$ cat config.mk
export PLATFORM = sky130hd
export DESIGN_NAME = mem_responder
export DESIGN_NICKNAME = d
export VERILOG_FILES = /design/src/rtl/mem_responder.sv
export SDC_FILE = /design/constraint.sdc
export NUM_CORES = 2
export LEC_CHECK = 0
export ABC_AREA = 1
export ABC_CLOCK_PERIOD_IN_PS = 11200
export CORE_UTILIZATION = 40
export CTS_BUF_LIST = sky130_fd_sc_hd__clkbuf_16
export CTS_CLUSTER_SIZE = 40
export DETAILED_ROUTE_END_ITERATION = 16
export SLEW_MARGIN = 20
export SYNTH_ARGS = -nofsm -noshare
export SYNTH_HDL_FRONTEND = slang
export SYNTH_SLANG_ARGS = --single-unit
$ cat constraint.sdc
create_clock -name clk -period 11.2 [get_ports clk]
set_input_delay 2.24 -clock clk [delete_from_list [all_inputs] [get_ports clk]]
set_output_delay 2.24 -clock clk [all_outputs]
set_load 0.01 [all_outputs]
$ cat src/rtl/mem_responder.sv
// mem_responder: wait-state memory model answering the multi-cycle
// controller's read/write requests with a one-cycle ready pulse.
module mem_responder #(
   parameter int unsigned WAIT_CYCLES = 2,
   parameter int unsigned DEPTH_WORDS = 64
) (
   input  logic        clk,
   input  logic        rst,
   input  logic        req_read,
   input  logic        req_write,
   input  logic [31:0] addr,
   input  logic [31:0] wdata,
   output logic [31:0] rdata,
   output logic        ready,
   output logic        err,
   output logic        busy
);

   localparam int unsigned IW        = (DEPTH_WORDS > 1) ? $clog2(DEPTH_WORDS) : 1;
   localparam logic [3:0]  WAIT_LOAD = (WAIT_CYCLES > 0) ? 4'(WAIT_CYCLES - 1) : 4'd0;

   typedef enum logic [1:0] {
      ST_IDLE,
      ST_WAIT,
      ST_RESP
   } state_t;

   state_t        state, state_nx;
   logic [3:0]    cnt, cnt_nx;
   logic [31:0]   lat_addr, lat_wdata;
   logic          lat_rd, lat_wr;
   logic [31:0]   op_addr, op_wdata;
   logic          op_rd, op_wr;
   logic          op_err;
   logic          commit;
   logic          err_q;
   logic [IW-1:0] idx;
   logic [31:0]   mem [DEPTH_WORDS];

   // Operation seen at the commit edge: the live inputs when committing
   // straight from IDLE (zero wait states), otherwise the latched copy.
   always_comb begin
      op_addr  = lat_addr;
      op_wdata = lat_wdata;
      op_rd    = lat_rd;
      op_wr    = lat_wr;
      if (state == ST_IDLE) begin
         op_addr  = addr;
         op_wdata = wdata;
         op_rd    = req_read;
         op_wr    = req_write;
      end
      idx    = op_addr[IW+1:2];
      op_err = (op_rd && op_wr)
            || (op_addr[1:0] != 2'b00)
            || ({2'b00, op_addr[31:2]} >= DEPTH_WORDS);
   end

   // Next-state, wait counter and commit strobe.
   always_comb begin
      state_nx = state;
      cnt_nx   = cnt;
      commit   = 1'b0;
      case (state)
         ST_IDLE: begin
            if (req_read || req_write) begin
               if (WAIT_CYCLES == 0) begin
                  state_nx = ST_RESP;
                  commit   = 1'b1;
               end else begin
                  state_nx = ST_WAIT;
                  cnt_nx   = WAIT_LOAD;
               end
            end
         end
         ST_WAIT: begin
            if (cnt == 4'd0) begin
               state_nx = ST_RESP;
               commit   = 1'b1;
            end else begin
               cnt_nx = cnt - 4'd1;
            end
         end
         ST_RESP: begin
            state_nx = ST_IDLE;
         end
         default: begin
            state_nx = ST_IDLE;
         end
      endcase
   end

   // Status outputs decoded from the state; err is qualified by ready.
   always_comb begin
      ready = (state == ST_RESP);
      busy  = (state != ST_IDLE);
      err   = (state == ST_RESP) && err_q;
   end

   // Control state, request latch and registered read data.
   always_ff @(posedge clk or posedge rst) begin
      if (rst) begin
         state     <= ST_IDLE;
         cnt       <= '0;
         lat_addr  <= '0;
         lat_wdata <= '0;
         lat_rd    <= 1'b0;
         lat_wr    <= 1'b0;
         err_q     <= 1'b0;
         rdata     <= '0;
      end else begin
         state <= state_nx;
         cnt   <= cnt_nx;
         if ((state == ST_IDLE) && (req_read || req_write)) begin
            lat_addr  <= addr;
            lat_wdata <= wdata;
            lat_rd    <= req_read;
            lat_wr    <= req_write;
         end
         if (commit) begin
            err_q <= op_err;
            if (op_err) begin
               rdata <= '0;
            end else if (op_rd) begin
               rdata <= mem[idx];
            end
         end
      end
   end

   // Data array: no reset, written only by a committed error-free write.
   always_ff @(posedge clk) begin
      if (commit && !op_err && op_wr) begin
         mem[idx] <= op_wdata;
      end
   end

endmodule

# Yosys cells after proc, flatten, opt, wreduce, memory -nomap -nowiden
# Memory sizes are Yosys's and may differ from the RTL's.
# Index checks and enable logic that the tools add are counted.
# word_totals
regBits	105
mem_bits_rw	2048
inputBits	68
output_inout_bits	35
wordCells	50
mem_count	1
# memory_table
memory	words	word_bits	rd	rd_clocked_by_memory_dff	write_ports	line	rtl
mem	64	32	1	0	1	38	logic [31:0] mem [DEPTH_WORDS];
# classes
add_sub_neg	1
order_cmp	1
eq_ne	5
mux	16
n_reduce_logical	18
# ops
cell	n
two-way mux 32 bit	4
>= comparator 30 x 7 -> 1 bit (second input constant)	1
two-way mux 4 bit	2
one-hot mux 4 bit (2 select lines)	1
nonzero test 2 bit	4
two-way mux 1 bit	6
logical AND 1 bit	5
zero test 4 bit	1
two-way mux 2 bit	2
inequality test 2 bit (second input constant)	2
one-hot mux 2 bit (2 select lines)	1
AND reduction 2 bit	2
subtractor 4 x 1 -> 4 bit (second input constant)	1
logical OR 1 bit	3
AND reduction 3 bit	1
== test 2 x 1 -> 1 bit (second input constant)	1
== test 2 bit (second input constant)	1
zero test 2 bit	1
inequality test 2 x 1 -> 1 bit (second input constant)	1
zero test 1 bit	1

# Longest topological paths before layout
# logic_depth
word_depth	10
mapped_depth	17
ltp_nobuf	15

# Worst setup path before layout
# No wires, ideal clock.
# synth_timing
path_type	input to register
startpoint	in addr[5]
endpoint	mem mem[48][0], enable pin
setup_time_ns	0.468
t_arrival_ns	5.872
required_time_ns	10.732
setup_slack_ns	4.861
cell_stages	7
n_path_buf	1
cell_sequence	or2_2 o21ai_2 inv_2 nor3_4 clkbuf_1 nand3_1 nor3b_1
# synth_between
elab_chain_cells	8
# synth_lines
element	line	rtl
start, declared	11	input logic [31:0] addr,
two-way mux 32 bit (*)	47	if (state == ST_IDLE) begin
>= comparator 30 x 7 -> 1 bit	56	|| ({2'b00, op_addr[31:2]} >= DEPTH_WORDS);
logical OR 1 bit	56	
zero test 1 bit	133	if (commit && !op_err && op_wr) begin
logical AND 1 bit (2 in series)	133	
two-way mux 1 bit	133	
two-way mux 1 bit (implied by the code)	134	mem[idx] <= op_wdata;
end, declared	38	
# Every way passes the cells marked *; elsewhere a longest branch is shown, timed or not.

# Final worst setup path
# layout_timing
startpoint	in addr[2]
endpoint	reg rdata[25]
# layout_between
elab_chain_cells	5
elab_cells_between_ends	8
classes_between	order compare (1); mux (3); reduce/logical (3); memory (1)
# layout_lines
element	line	rtl
two-way mux 32 bit (*)	47	
>= comparator 30 x 7 -> 1 bit	56	
logical OR 1 bit	56	
nonzero test 2 bit (no line)	-	
AND reduction 2 bit (no line)	-	
end signal, assigned	125	rdata <= mem[idx];
end, declared	13	output logic [31:0] rdata,
# Every way passes the cells marked *; elsewhere a longest branch is shown, timed or not. The select of a mux whose other input is x is not followed.
# A chain may end at the register's enable or synchronous reset.

==> reports/metrics.cfg <==
[setup_path]
crit_path_max_fanout = 169
critPathArrivalTime_ns = 7.12
cp_top_family = simple AND/OR/NAND/NOR gates
path_cells = clkdlybuf4s50_1 -> nand2_4 -> nand2_4 -> buf_4 -> buf_12 -> nand2_1 -> nand3_1 -> nand2_1 -> o21ai_0 -> nand2_1 -> nor2_1 -> nand3_1 -> nand2_1
crit_top_cell = nand2_1
critPathCaptureType = flop
critical_path_class = in -> reg
reg2regPathDepth = 15
slowest_delay_ns = 0.67
critPathSlowestCell = nor2_1
cp_data_required_time_ns = 12.01
crit_buf_inv = 3
start_kind = input port
path_depth = 13

[hold_path]
min_path_cells = 2
hp-class = reg -> reg

[timing]
rsz0062_at_grt = no
worst_pin_slew_ns = 1.29
timing.fmax_mhz = 158
fin_skew_ns = 0.0543
finalCritPeriodShare_pct = 56.4
hold_viol = 0
tns_ns = 0
fin_crit_ns = 6.31
max-slew-margin-rel_pct = 14.2
finalSetupViolCount = 0
timing.hold.ws_ns = 0.471
drv_slew = 0

[layout]
nNetsFinal = 9021
layout-drive-gt1-share_pct = 6.51
area_growth_pct = 14.2
nFillCells = 20900
fin_util_pct = 46.0

[clock_network]
post_cts.repair.setup_buffers = 0
cts_tree = done
cts_buffers = 221
cts_max_level = 4
hold_buffers = 0
cts_root_buf = clkbuf_16
cts.reportedPaths.clkPinSlew_ns = 0.06
cts.sinks = 2153
clock_latency_ns = 0.88
clock_tree.buffer_depth = 3
cts_resized = 0

[die]
die_area_sq_um = 231000
die_w_um = 480
std_cell_rows = 175
coreArea_sq_um = 227000
pin_count = 103
die_h_um = 480
start_util_pct = 40.2

[place]
io_buffers = 102
gp_congestion = 0.875
hpwl_um = 166000

[route]
drc = 0
postRouteAntennaNets = 0
via_count = 63600
viasPerCell = 5.23
avgRoutedWirePerCell_um = 23.6
drtIter0Drc = 8038
drtPass1Iterations = 7
routed_wl_um = 287000

[grt]
grt_max_degree = 170
grt_usage_pct = 24.6
grt_pass1_vias = 59000
antenna_found_initial = 21
grt-ovfl-total = 0
grt_first_pass_wirelength_um = 413000

[flow_run]
drv_cap = 0

[power]
power.leakage_nw = 43.5
p_clk_share_pct = 22.7
ir_drop_mv = 0.272
p_int_w = 0.0173
power.density_nw_per_um2 = 303
p_seq_share_pct = 33.8
switchingPower_w = 0.0143
comb_power_share_pct = 43.5
swShare_pct = 45.2

[yosys]
synth_nets = 8985
ys_types = 24
netlist_instances = 8915
avgSynthCellArea_sq_um = 10.3
synth_area_sq_um = 91500
ys_warn_count = 0
ys_ff_latch = 2153
yosysSeqAreaShare_pct = 70.1

[run_status]
status = finished clean

[worst min-delay path: cells and delay by family, from the launching register on]
kind,cells,cell delay (ns)
flops,1,0.34
simple gates,2,0.10
[final timing paths]
check                              from           end  slack, ns
max in group asynchronous           rst   lat_addr[2]       7.81
hold / removal             lat_addr[12]  lat_addr[12]       0.47
min in group asynchronous           rst  lat_addr[13]       1.86
setup reg to reg               state[0]     rdata[25]       5.28
setup / recovery                addr[2]     rdata[25]       4.89
hold reg to reg            lat_addr[12]  lat_addr[12]       0.47
[cell type report]
class / instances / area (sq um) / area share, %
Clock inverter: 186 / 1530 / 1.46
Inverter: 967 / 3630 / 3.48
Timing Repair Buffer: 262 / 3040 / 2.91
Sequential cell: 2153 / 64100 / 61.4
Antenna cell: 7 / 17.5 / 0.0168
Tap cell: 3009 / 3760 / 3.60
Clock buffer: 221 / 5530 / 5.29
Multi-Input combinational cell: 5346 / 22800 / 21.8
[stage by stage]
step	cells	power, W	setup WS [ns]	area (sq um)
after floorplan	8915	0.0185	4.86	91500
after global placement	11700	0.0242	4.10	96400
after detailed placement	11700	0.0244	4.12	97200
after CTS	12100	0.0315	5.05	104000
after global routing	12100	0.0329	4.86	104000
final	12200	0.0316	4.89	104000
[power groups by stage]
stage	logic [W]	registers [W]	clock network, W
global route	0.0147	0.0107	0.00753
global placement	0.0134	0.0108	0
CTS	0.0136	0.0107	0.00723
finish	0.0138	0.0107	0.00717
floorplan	0.00749	0.0111	0
detailed placement	0.0136	0.0108	0
[placed cells by master, fill, tap and decap left out, types with 4 or more instances in the layout]
cell type | netlist | layout
buf_12 | 0 | 26
nor3_1 | 15 | 9
nand3b_1 | 85 | 85
clkinv_2 | 0 | 39
buf_4 | 1 | 108
inv_1 | 961 | 1013
buf_16 | 0 | 24
o21ai_0 | 202 | 170
nor3_4 | 1 | 7
nor2_1 | 195 | 132
clkdlybuf4s50_1 | 0 | 102
bufinv_16 | 0 | 18
inv_2 | 6 | 7
diode_2 | 0 | 7
clkinv_1 | 0 | 53
dfrtp_1 | 105 | 105
o21ai_2 | 4 | 5
nor3_2 | 5 | 5
a21oi_1 | 44 | 44
nand4_1 | 34 | 34
o21ai_4 | 0 | 32
nand2_4 | 0 | 9
clkinv_8 | 0 | 4
clkbuf_16 | 0 | 221
nand3_1 | 737 | 737
clkinv_16 | 0 | 7
edfxtp_1 | 2048 | 2048
nor2_4 | 1 | 64
nand2_1 | 4017 | 4006
[Yosys cell counts]
| library cell | instances | area (sq um) |
|---|---|---|
| nand2_1 | 4017 | 15100 |
| edfxtp_1 | 2048 | 61500 |
| inv_1 | 961 | 3610 |
| nand3_1 | 737 | 3690 |
| clkbuf_1 | 253 | 950 |
| o21ai_0 | 202 | 1010 |
| nor2_1 | 195 | 732 |
| buf_2 | 161 | 806 |
| dfrtp_1 | 105 | 2630 |
| nand3b_1 | 85 | 638 |
| a21oi_1 | 44 | 220 |
| buf_1 | 34 | 128 |
| nand4_1 | 34 | 213 |
| nor3_1 | 15 | 75.1 |
| inv_2 | 6 | 22.5 |
| nor3_2 | 5 | 50.1 |
| o21ai_2 | 4 | 35.0 |
| ha_1 | 2 | 25.0 |
| nor3b_1 | 2 | 15.0 |
| buf_4 | 1 | 7.51 |
| nor2_4 | 1 | 11.3 |
| nor3_4 | 1 | 16.3 |
| o21ai_1 | 1 | 5.00 |
| or2_2 | 1 | 6.26 |
[layer usage]
layer	global-route usage (%)	part of all wire [%]
met5	0	0.018
met4	10.6	4.7
met3	3.81	9.2
met2	38.2	45
met1	34.3	41
[state kept, by name, indices dropped and copies added, names as in the netlist]
name	count
lat_addr	32
cnt	4
lat_wdata	32
err_q	1
rdata	32
lat_rd	1
lat_wr	1
mem	2048
state	2
[kinds of logic (layout without fill, tap and decap cells)]
kind of cell             after synthesis  in the layout  synth area share, %
buffers and inverters               1416           1636                 6.04
flip-flops                          2153           2153                 70.1
adder cells (fa/ha/maj)                2              2               0.0274
AND/OR/NAND/NOR                     5093           5093                 22.4
AO/OA/AOI/OAI                        251            251                 1.39
other                                  0              7                    0
Power figures use the tool's default switching activity.
